File: src/rtl/macroblock_block_sequencer_pkg.sv
// Shared constants, state encoding and helpers for the 4:2:0 macroblock block sequencer.
package macroblock_block_sequencer_pkg;

  localparam int unsigned NUM_BLOCKS_420  = 6;
  localparam int unsigned IDX_W           = 3;
  localparam int unsigned PAT_W           = 6;
  localparam int unsigned CBP_TIMEOUT_DEF = 16;

  localparam logic [PAT_W-1:0] CBP_INTRA_ALL = 6'h3F;
  localparam logic [PAT_W-1:0] CBP_NONE      = 6'h00;

  // Blocks in decode order: Y0..Y3 are 0..3, Cb is 4, Cr is the last block.
  localparam logic [IDX_W-1:0] BLK_Y0 = 3'd0;
  localparam logic [IDX_W-1:0] BLK_CR = IDX_W'(NUM_BLOCKS_420 - 1);

  typedef enum logic [2:0] {
    ST_IDLE     = 3'd0,
    ST_CBP_REQ  = 3'd1,
    ST_CBP_WAIT = 3'd2,
    ST_ISSUE    = 3'd3,
    ST_WAIT_BLK = 3'd4,
    ST_DONE     = 3'd5
  } mbs_state_e;

  // Pattern bit 5 is Y0 and bit 0 is Cr, so block idx maps to bit (5 - idx).
  function automatic logic block_coded(input logic [PAT_W-1:0] pat,
                                       input logic [IDX_W-1:0] idx);
    return pat[BLK_CR - idx];
  endfunction

endpackage

File: src/rtl/macroblock_block_sequencer.sv
// Per-macroblock block sequencer: obtains the coded block pattern (forced, zero or from the
// CBP VLC decoder) and then issues the six 4:2:0 block decodes in order.
module macroblock_block_sequencer
  import macroblock_block_sequencer_pkg::*;
#(
  parameter int unsigned CBP_TIMEOUT = CBP_TIMEOUT_DEF
) (
  input  logic             clock,
  input  logic             reset,
  input  logic             Mb_Start_I,
  input  logic             Mb_Intra_I,
  input  logic             Mb_Pattern_I,
  output logic             Cbp_Start_O,
  input  logic             Cbp_Valid_I,
  input  logic [PAT_W-1:0] Cbp_Symbol_I,
  output logic             Block_Start_O,
  output logic [IDX_W-1:0] Block_Index_O,
  output logic             Block_Coded_O,
  input  logic             Block_Done_I,
  output logic [PAT_W-1:0] Pattern_O,
  output logic             Busy_O,
  output logic             Mb_Done_O,
  output logic             Error_O
);

  localparam int unsigned TMO_W = $clog2(CBP_TIMEOUT + 1);

  mbs_state_e       state_q;
  logic [TMO_W-1:0] tmo_q;
  logic [IDX_W-1:0] idx_q;
  logic [PAT_W-1:0] pattern_q;
  logic             cbp_start_q;
  logic             block_start_q;
  logic             block_coded_q;
  logic             busy_q;
  logic             mb_done_q;
  logic             error_q;

  // Sequencer FSM; every output is a register updated alongside the state.
  always_ff @(posedge clock) begin
    if (reset) begin
      state_q       <= ST_IDLE;
      tmo_q         <= '0;
      idx_q         <= BLK_Y0;
      pattern_q     <= CBP_NONE;
      cbp_start_q   <= 1'b0;
      block_start_q <= 1'b0;
      block_coded_q <= 1'b0;
      busy_q        <= 1'b0;
      mb_done_q     <= 1'b0;
      error_q       <= 1'b0;
    end else begin
      cbp_start_q   <= 1'b0;
      block_start_q <= 1'b0;
      mb_done_q     <= 1'b0;

      // A new macroblock while one is in flight is dropped and flagged.
      if (Mb_Start_I && (state_q != ST_IDLE)) begin
        error_q <= 1'b1;
      end

      case (state_q)
        ST_IDLE: begin
          if (Mb_Start_I) begin
            busy_q <= 1'b1;
            idx_q  <= BLK_Y0;
            if (Mb_Intra_I) begin
              pattern_q     <= CBP_INTRA_ALL;
              block_coded_q <= block_coded(CBP_INTRA_ALL, BLK_Y0);
              state_q       <= ST_ISSUE;
            end else if (!Mb_Pattern_I) begin
              pattern_q     <= CBP_NONE;
              block_coded_q <= block_coded(CBP_NONE, BLK_Y0);
              state_q       <= ST_ISSUE;
            end else begin
              cbp_start_q <= 1'b1;
              state_q     <= ST_CBP_REQ;
            end
          end
        end

        // Decoder valid is stale while its start pulse is out.
        ST_CBP_REQ: begin
          tmo_q   <= '0;
          state_q <= ST_CBP_WAIT;
        end

        ST_CBP_WAIT: begin
          if (Cbp_Valid_I) begin
            pattern_q     <= Cbp_Symbol_I;
            block_coded_q <= block_coded(Cbp_Symbol_I, BLK_Y0);
            state_q       <= ST_ISSUE;
          end else if (tmo_q >= TMO_W'(CBP_TIMEOUT - 1)) begin
            // Give up on the decoder; finish the macroblock as all-uncoded for concealment.
            error_q       <= 1'b1;
            pattern_q     <= CBP_NONE;
            block_coded_q <= block_coded(CBP_NONE, BLK_Y0);
            state_q       <= ST_ISSUE;
          end else if (tmo_q != '1) begin
            tmo_q <= tmo_q + TMO_W'(1);
          end
        end

        ST_ISSUE: begin
          block_start_q <= 1'b1;
          state_q       <= ST_WAIT_BLK;
        end

        ST_WAIT_BLK: begin
          if (Block_Done_I) begin
            if (idx_q == BLK_CR) begin
              mb_done_q <= 1'b1;
              state_q   <= ST_DONE;
            end else begin
              idx_q         <= idx_q + IDX_W'(1);
              block_coded_q <= block_coded(pattern_q, idx_q + IDX_W'(1));
              state_q       <= ST_ISSUE;
            end
          end
        end

        ST_DONE: begin
          busy_q  <= 1'b0;
          idx_q   <= BLK_Y0;
          state_q <= ST_IDLE;
        end

        default: begin
          state_q <= ST_IDLE;
        end
      endcase
    end
  end

  assign Cbp_Start_O   = cbp_start_q;
  assign Block_Start_O = block_start_q;
  assign Block_Index_O = idx_q;
  assign Block_Coded_O = block_coded_q;
  assign Pattern_O     = pattern_q;
  assign Busy_O        = busy_q;
  assign Mb_Done_O     = mb_done_q;
  assign Error_O       = error_q;

  // Invariants: index bounded, single-cycle pulses tied to their states.
  a_idx_range: assert property (@(posedge clock) disable iff (reset)
    idx_q <= BLK_CR);
  a_blk_state: assert property (@(posedge clock) disable iff (reset)
    block_start_q |-> (state_q == ST_WAIT_BLK));
  a_blk_pulse: assert property (@(posedge clock) disable iff (reset)
    block_start_q |=> !block_start_q);
  a_cbp_state: assert property (@(posedge clock) disable iff (reset)
    cbp_start_q |-> (state_q == ST_CBP_REQ));
  a_done_state: assert property (@(posedge clock) disable iff (reset)
    mb_done_q |-> (state_q == ST_DONE));

endmodule

File: config.mk
export PLATFORM = sky130hd
export DESIGN_NAME = macroblock_block_sequencer
export DESIGN_NICKNAME = d
export VERILOG_FILES = /design/src/rtl/macroblock_block_sequencer_pkg.sv /design/src/rtl/macroblock_block_sequencer.sv
export SDC_FILE = /design/constraint.sdc
export NUM_CORES = 1
export LEC_CHECK = 0
export CAP_MARGIN = 20
export CORE_MARGIN = 5
export CORE_UTILIZATION = 49
export CTS_CLUSTER_DIAMETER = 120
export CTS_CLUSTER_SIZE = 20
export DETAILED_ROUTE_END_ITERATION = 16
export PLACE_DENSITY_LB_ADDON = 0.2
export SYNTH_ARGS = -nofsm -noshare
export SYNTH_HDL_FRONTEND = slang
export SYNTH_SLANG_ARGS = --single-unit
File: constraint.sdc
create_clock -name clock -period 2.3 [get_ports clock]
set_input_delay 0.23 -clock clock [delete_from_list [all_inputs] [get_ports clock]]
set_output_delay 0.23 -clock clock [all_outputs]
set_load 0.01 [all_outputs]
# --- Word-level counts from Yosys, hierarchy flattened ---
# Cells that the tools add are included.
# W data, S select, Z words.
totals:
  regBits: 23
  latchBits: 0
  ramBits: 0
  romBits: 0
  input_bits: 13
  out_inout_bits: 15
  word_cells: 91
  n_memories: 0
op_classes:
  n_addsub: 3
  n_mul: 0
  n_div: 0
  n_lt_le_gt_ge: 2
  eq_ne: 15
  n_shift: 0
  muxes: 41
  bitwise_logic: 4
  reduce_logical: 16
op_table:
  columns: ["operator", "n"]
  rows:
  - ["$mux W6", 5]
  - ["$mux W3", 8]
  - ["$mux W1", 16]
  - ["$mux W5", 3]
  - ["$pmux W3 S5", 1]
  - ["$ne A2 B2 Y1 const B", 6]
  - ["$pmux W6 S2", 1]
  - ["$reduce_and A4 Y1", 3]
  - ["$pmux W5 S2", 1]
  - ["$eq A3 B3 Y1 const B", 3]
  - ["$pmux W3 S3", 1]
  - ["$reduce_bool A3 Y1", 3]
  - ["$eq A3 B2 Y1 const B", 2]
  - ["$ne A3 B3 Y1 const B", 2]
  - ["$reduce_and A6 Y1", 1]
  - ["$reduce_bool A2 Y1", 3]
  - ["$add A5 B1 Y5 const B", 1]
  - ["$ge A5 B4 Y1 const B", 1]
  - ["$ne A5 B5 Y1 const B", 1]
  - ["$lt A3 B4 Y1 const B", 1]
  - ["$mux W2", 2]
  - ["$not A1 Y1", 4]
  - ["$reduce_or A4 Y1", 1]
  - ["$add A3 B1 Y3 const B", 1]
  - ["other kinds (10)", 10]

# --- Logic depth before layout (Yosys ltp) ---
# Gate-level depths: netlist of the first run.
logic_depth:
  word_depth: 7
  mapped_depth: 9
  mapped_depth_nobuf: 8

# --- Least setup slack after synthesis of the first run ---
# OpenSTA, ideal clock, no wires.
synth_path:
  path_type: "register to register"
  from: "reg tmo_q[0]"
  to: "reg tmo_q[2]"
  setup_time_ps: 70
  arrival_time_ps: 1874
  required_time_ps: 2230
  setup_slack_ps: 355
  path_stages_with_launch: 10
  path_buffers: 1
  synth_period_minus_slack_ps: 1945
  cell_sequence: "dfxtp_1 ha_1 and3_1 ha_1 nor2_1 nand3_2 or2_1 clkbuf_2 or3_1 a21oi_1"
synth_between:
  elab_chain_cells: 5
  elab_cells_between_ends: 10
  cone_classes: "1 x add/sub; 1 x order compare; 3 x eq/ne; 4 x mux; 1 x reduce/logical"
synth_rtl:
  columns: ["item", "line_no", "rtl"]
  rows:
  - ["start: declaration", "macroblock_block_sequencer.sv:29", "logic [TMO_W-1:0] tmo_q;"]
  - ["start signal: assignment", "macroblock_block_sequencer.sv:100", "tmo_q <= tmo_q + TMO_W'(1);"]
  - ["$add A5 B1 Y5", "macroblock_block_sequencer.sv:100", null]
  - ["$mux W5", "macroblock_block_sequencer.sv:99", "end else if (tmo_q != '1) begin"]
  - ["$mux W5", "macroblock_block_sequencer.sv:93", "end else if (tmo_q >= TMO_W'(CBP_TIMEOUT - 1)) begin"]
  - ["$mux W5", "macroblock_block_sequencer.sv:89", "if (Cbp_Valid_I) begin"]
  - ["$pmux W5 S2", "macroblock_block_sequencer.sv:62", "case (state_q)"]
# Several ways; a longest one is shown, not always the timed one. The select of a mux whose other input is x is not followed.
# A chain may end at the register's enable or synchronous reset.

# --- Final worst setup path of the first run ---
# Same ends and word-level chain as after synthesis.

==> metrics, run 1 <==
number of antenna violations at the first check in global routing 0; kind of critical path flop to flop; Congestion Overflow GR 0; Routed WL per cell between 10 and 15 um; clk slew on worst S/H paths 0.13 ns; Inserted Diodes 0; CTS Buf Count 3; Max Freq around 480 MHz; dominant synthesized flop cell dfxtp_1; FF-to-FF Start tmo_q[0]; Slew Limit Fails 0; fin nets between 150 and 200; Pwr Total a little under 1000 uW; FP Rows 18; Hold WC Path Type primary input to flop; DRT antenna net count 0; Mean Syn Cell Area a little over 8 um^2; register bit count reported by yosys 23; Die W 60.4 um; num ports 28; crit path DAT between 2 and 2.5 ns; Tightest Pin Transition just under 0.5 ns; Die ar. about 3600 um^2; Total GRT Usage approximately 17%; placed cell areas approximately 1500 um^2; largest net degree at the start of global routing 14; RSZ-0062 raised after global routing no; Clock Path Buffers 2; vias per cell 5.57; # Post-CTS Setup Buffers 0; number of synthesized flops with an enable pin 0; Max VDD drop 0.401 mV; TritonCTS clock tree done; Tcrit/Tclk final 90.6%; H-tree levels 1; MaxCap Viol Count 0; Starting Density about half; die height between 60 and 70 um; worst-path fanout max 6; IO Port Bufs 27; Power Dens Cells 634 nW/um^2; commonest non-fill, non-tap cell in the layout clkdlybuf4s50_1; status complete, no violations; area grow syn2layout 25.8%; critical path required time 2.54 ns; Max Clock Skew approximately 0.0035 ns; CTS Hold Bufs 0; fillers ~220; Final min period approximately 2.1 ns; Crit. End Element flop; mapped cell area 1240 um^2; 1st-pass router iterations 4; crit start category flop; vias in the first global route 1151; total core area around 2500 um^2; Placer Congestion about 0.86; vias 1164; first-pass GRT wire length around 4.8 mm; register area share after synthesis 37.0%; most frequent cells in the layout clkdlybuf4s50_1, dfxtp_1, nand2_1; ratio of cells with drive above 1 in the final layout under 10%; Slew Limit Headroom 67.5%; P_leak approximately 0.00057 uW; Residual DRC 0; Sink Count 23; Iter 0 DRT Violations 16; Syn Nets between 150 and 200; design area ~1600 um^2; total wire length between 2 and 3 mm; Synthesis Warnings 0; Worst-Skew Late Latency 0.31 ns; hold path start Cbp_Symbol_I[3]; setup tns final 0 ns; final setup vio count 0; Distinct cells, synth between 40 and 50; PostCTS Resize Cnt 0; FFs w/ async S/R, synth 0%; Mapped Cells 152; CTS root buf clkbuf_4; hpwl dp about 2.2 mm; CP Launch Point tmo_q[0]; Final Hold Fails 0
==> metrics by stage <==
step                utilization [%]  hold slack [ns]  setup slack [ns]  std cells
global placement               62.6            0.457             0.356        205
CTS                            63.7            0.473             0.237        209
detailed placement             62.6            0.463             0.277        205
finish                         63.7            0.476             0.215        209
global route                   63.7            0.468            0.0960        209
floorplan                         -            0.383             0.355        152
==> cell usage after synthesis (2+ instances only) <==
cell type | count | area (um^2)
nor2b_1 | 2 | 12.5
a221oi_1 | 7 | 61.3
clkbuf_1 | 3 | 11.3
nand3_1 | 4 | 20.0
or2_2 | 2 | 12.5
a21oi_1 | 12 | 60.1
or3_1 | 4 | 25.0
nor3b_1 | 3 | 22.5
nor3_1 | 3 | 15.0
ha_1 | 5 | 62.6
a211oi_1 | 2 | 15.0
o31ai_1 | 3 | 22.5
dfxtp_1 | 23 | 460
nand2_1 | 21 | 78.8
and3_1 | 2 | 12.5
a21boi_0 | 2 | 15.0
nand2b_1 | 2 | 12.5
o21ai_0 | 7 | 35.0
inv_1 | 11 | 41.3
nor2_1 | 11 | 41.3
==> kinds of logic after synthesis <==
| logic type | after synthesis | share of synthesized area, % |
|---|---|---|
| AND/OR/NAND/NOR | 62 | 26.3 |
| adder cells (fa/ha/maj) | 5 | 5.03 |
| AO/OA/AOI/OAI | 40 | 21.4 |
| XOR/XNOR | 1 | 0.704 |
| flip-flops | 23 | 37.0 |
| multiplexers | 2 | 2.72 |
| buffers and inverters | 19 | 6.84 |
==> cell type report <==
type,count,area [um^2],area share (%)
flip-flops and latches,23,460,29.4
inverters,11,41.3,2.64
multi-input cells,110,698,44.6
repair buffers,31,300,19.2
well taps,30,37.5,2.40
clock buffers,4,26.3,1.68
==> worst max-delay path: stages, from the launching register on <==
cell,delay (ns)
dfxtp_1,0.37
ha_1,0.22
and3_1,0.20
ha_1,0.19
nor2_1,0.14
nand3_2,0.11
or2_1,0.30
or3_1,0.33
a21oi_1,0.16
==> layer usage <==
metal  global-route usage, %  share of wire [%]  vias up
met4                    5.70                1.3        0
met1                    20.3                 45      542
met3                    3.40                4.3        6
met5                       0                  0        -
met2                    29.8                 49       24
li1                        -                  -      592
==> final timing paths <==
check                               endpoint  slack, ns  cells past startpoint
worst min register to register        Busy_O       0.48                      2
worst min-delay path            Pattern_O[3]       0.48                      3
worst max-delay path                tmo_q[2]       0.22                      8
worst max register to register      tmo_q[2]       0.22                      8
==> power breakdown <==
part           internal, uW  switching, uW  leakage, uW
Combinational           165            149     0.000371
Clock                  67.6            122    0.0000150
Sequential              442           46.4     0.000188
==> flip-flops by register name, summed over array words and instances, names as in the netlist <==
name and count:
Block_Coded_O 1, Block_Index_O 3, Block_Start_O 1, Busy_O 1
Cbp_Start_O 1, Error_O 1, Mb_Done_O 1, Pattern_O 6
state_q 3, tmo_q 5
Note: power is estimated with default switching activity, not from simulation.
==> run 2: changes to the inputs <==
--- a/config.mk
+++ b/config.mk
@@ -7,10 +7,11 @@
 export LEC_CHECK = 0
 export CAP_MARGIN = 20
 export CORE_MARGIN = 5
-export CORE_UTILIZATION = 49
+export CORE_UTILIZATION = 35
 export CTS_CLUSTER_DIAMETER = 120
 export CTS_CLUSTER_SIZE = 20
 export DETAILED_ROUTE_END_ITERATION = 16
+export GPL_TIMING_DRIVEN = 1
 export PLACE_DENSITY_LB_ADDON = 0.2
 export SYNTH_ARGS = -nofsm -noshare
 export SYNTH_HDL_FRONTEND = slang
==> run 2 against run 1 <==
  * Worst setup slack better by 0.027 ns
  * Largest power group unchanged
  * Sequential power about the same
  * Core utilization down 17 points
  * Highest routed layer unchanged
  * Clock power about the same
  * Sequential share of layout area down 0.37 points
==> metrics, run 2 (synthesis gave the netlist of run 1 again) <==
status complete, no violations; vias per cell 5.18 (-7.0%); Slew Limit Fails 0 (unchanged); vias 1166 (+0.17%); 1st-pass router iterations 4 (unchanged); TritonCTS clock tree done; Clock Path Buffers 2 (unchanged); RSZ-0062 raised after global routing no; Max Freq 486 MHz (+1.3%); Sink Count 23 (unchanged); hpwl dp 2.35 mm (+7.8%); Tcrit/Tclk final 89.5% (-1.2 points); Hold WC Path Type primary input to flop; crit start category flop; Max Clock Skew 0.00652 ns (+0.00299 ns); H-tree levels 1 (unchanged); Total GRT Usage 12.6% (-4.3 points); Starting Density 36.7% (-14 points); CTS Hold Bufs 0 (unchanged); ratio of cells with drive above 1 in the final layout 7.26% (unchanged); largest net degree at the start of global routing 14 (unchanged); Routed WL per cell 13.4 um (+1.2%); Congestion Overflow GR 0 (unchanged); total wire length 3.02 mm (+8.9%); crit path DAT 2.31 ns (-0.02 ns); placed cell areas 1560 um^2 (+1.3%); DRT antenna net count 0 (unchanged); Tightest Pin Transition 0.501 ns (+0.0143 ns); CTS Buf Count 3 (unchanged); fin nets 198 (unchanged); Slew Limit Headroom 66.5% (-0.95 points); Iter 0 DRT Violations 123 (+107); Die ar. 4850 um^2 (+33%); Placer Congestion 0.855 (-0.93%); Power Dens Cells 630 nW/um^2 (-0.72%); num ports 28 (unchanged); Worst-Skew Late Latency 0.30 ns (about the same); max reg flops 6 (unchanged); Die W 69.6 um (+15%); final setup vio count 0 (unchanged); # Post-CTS Setup Buffers 0 (unchanged); worst-path fanout max 6 (unchanged); most frequent cells in the layout clkdlybuf4s50_1, dfxtp_1, nand2_1; setup tns final 0 ns (unchanged); Final min period 2.06 ns (-0.0266 ns); P_leak 0.000574 uW (unchanged); die height 69.6 um (+15%); critical path required time 2.55 ns (about the same); Crit. End Element flop; Inserted Diodes 0 (unchanged); number of antenna violations at the first check in global routing 0 (unchanged); Residual DRC 0 (unchanged); MaxCap Viol Count 0 (unchanged); kind of critical path flop to flop; commonest non-fill, non-tap cell in the layout clkdlybuf4s50_1; design area 1580 um^2 (+1.3%); Max VDD drop 0.296 mV (-26%); fillers 344 (+58%); CTS root buf clkbuf_4; first-pass GRT wire length 5.08 mm (+5.3%); area grow syn2layout 27.4%; total core area 3390 um^2 (+38%); vias in the first global route 1128 (-2.0%); PostCTS Resize Cnt 0 (unchanged); Final Hold Fails 0 (unchanged); clk slew on worst S/H paths 0.13 ns (about the same); IO Port Bufs 27 (unchanged); FP Rows 21 (+3)
==> run 2: cell counts in the layout (fill, tap and decap cells not counted) <==
No cell type changed its count.
==> run 2: area by class of cell <==
cell class	count	area (um^2)	share of cell area, %
clock buffers	4	26.3	1.66
inverters	11	41.3	2.61
multi-input cells	110	698	44.1
flip-flops and latches	23	460	29.1
well taps	46	57.6	3.63
repair buffers	31	300	19.0
==> run 2: stage by stage <==
step                setup slack (ns)  util (%)  instances  power [uW]  hold slack (ns)
floorplan                      0.355         -        152         686            0.383
global placement               0.355      46.0        221         811            0.460
detailed placement             0.287      46.0        221         819            0.482
CTS                            0.257      46.7        225        1010            0.470
global route                  0.0971      46.7        225        1070            0.481
finish                         0.242      46.7        225         997            0.480
==> run 2: power breakdown <==
group | internal (uW) | total, uW | switching [uW] | leakage [uW]
sequential | 442 | 488 | 45.9 | 0.000188
clock | 67.5 | 187 | 120 | 0.0000150
combinational | 166 | 322 | 157 | 0.000371
==> run 2: final timing paths <==
| check | slack [ns] | cells after the start | start | end |
|---|---|---|---|---|
| worst max-delay path | 0.24 | 8 | tmo_q[0] | tmo_q[2] |
| worst min register to register | 0.50 | 2 | Busy_O | Busy_O |
| worst max register to register | 0.24 | 8 | tmo_q[0] | tmo_q[2] |
| worst min-delay path | 0.48 | 3 | Cbp_Symbol_I[3] | Pattern_O[3] |
==> run 2: routing by layer <==
metal | track usage [%] | vias to the layer above | part of all wire, %
met4 | 3.83 | 0 | 0.76
li1 | - | 591 | -
met5 | 0 | - | 0
met1 | 15.7 | 544 | 46
met2 | 22.1 | 29 | 49
met3 | 2.03 | 2 | 4.1
==> run 2: critical path: stages, from the launching register on <==
cell     delay, ns
dfxtp_1       0.37
ha_1          0.22
and3_1        0.20
ha_1          0.19
nor2_1        0.15
nand3_2       0.12
or2_1         0.29
or3_1         0.32
a21oi_1       0.14
==> run 3: changes to the inputs <==
--- a/config.mk
+++ b/config.mk
@@ -11,6 +11,7 @@
 export CTS_CLUSTER_DIAMETER = 120
 export CTS_CLUSTER_SIZE = 20
 export DETAILED_ROUTE_END_ITERATION = 16
+export GPL_ROUTABILITY_DRIVEN = 0
 export GPL_TIMING_DRIVEN = 1
 export PLACE_DENSITY_LB_ADDON = 0.2
 export SYNTH_ARGS = -nofsm -noshare
==> results of run 3 <==
No change in the layout: final DEF, timing and power equal those of run 2.
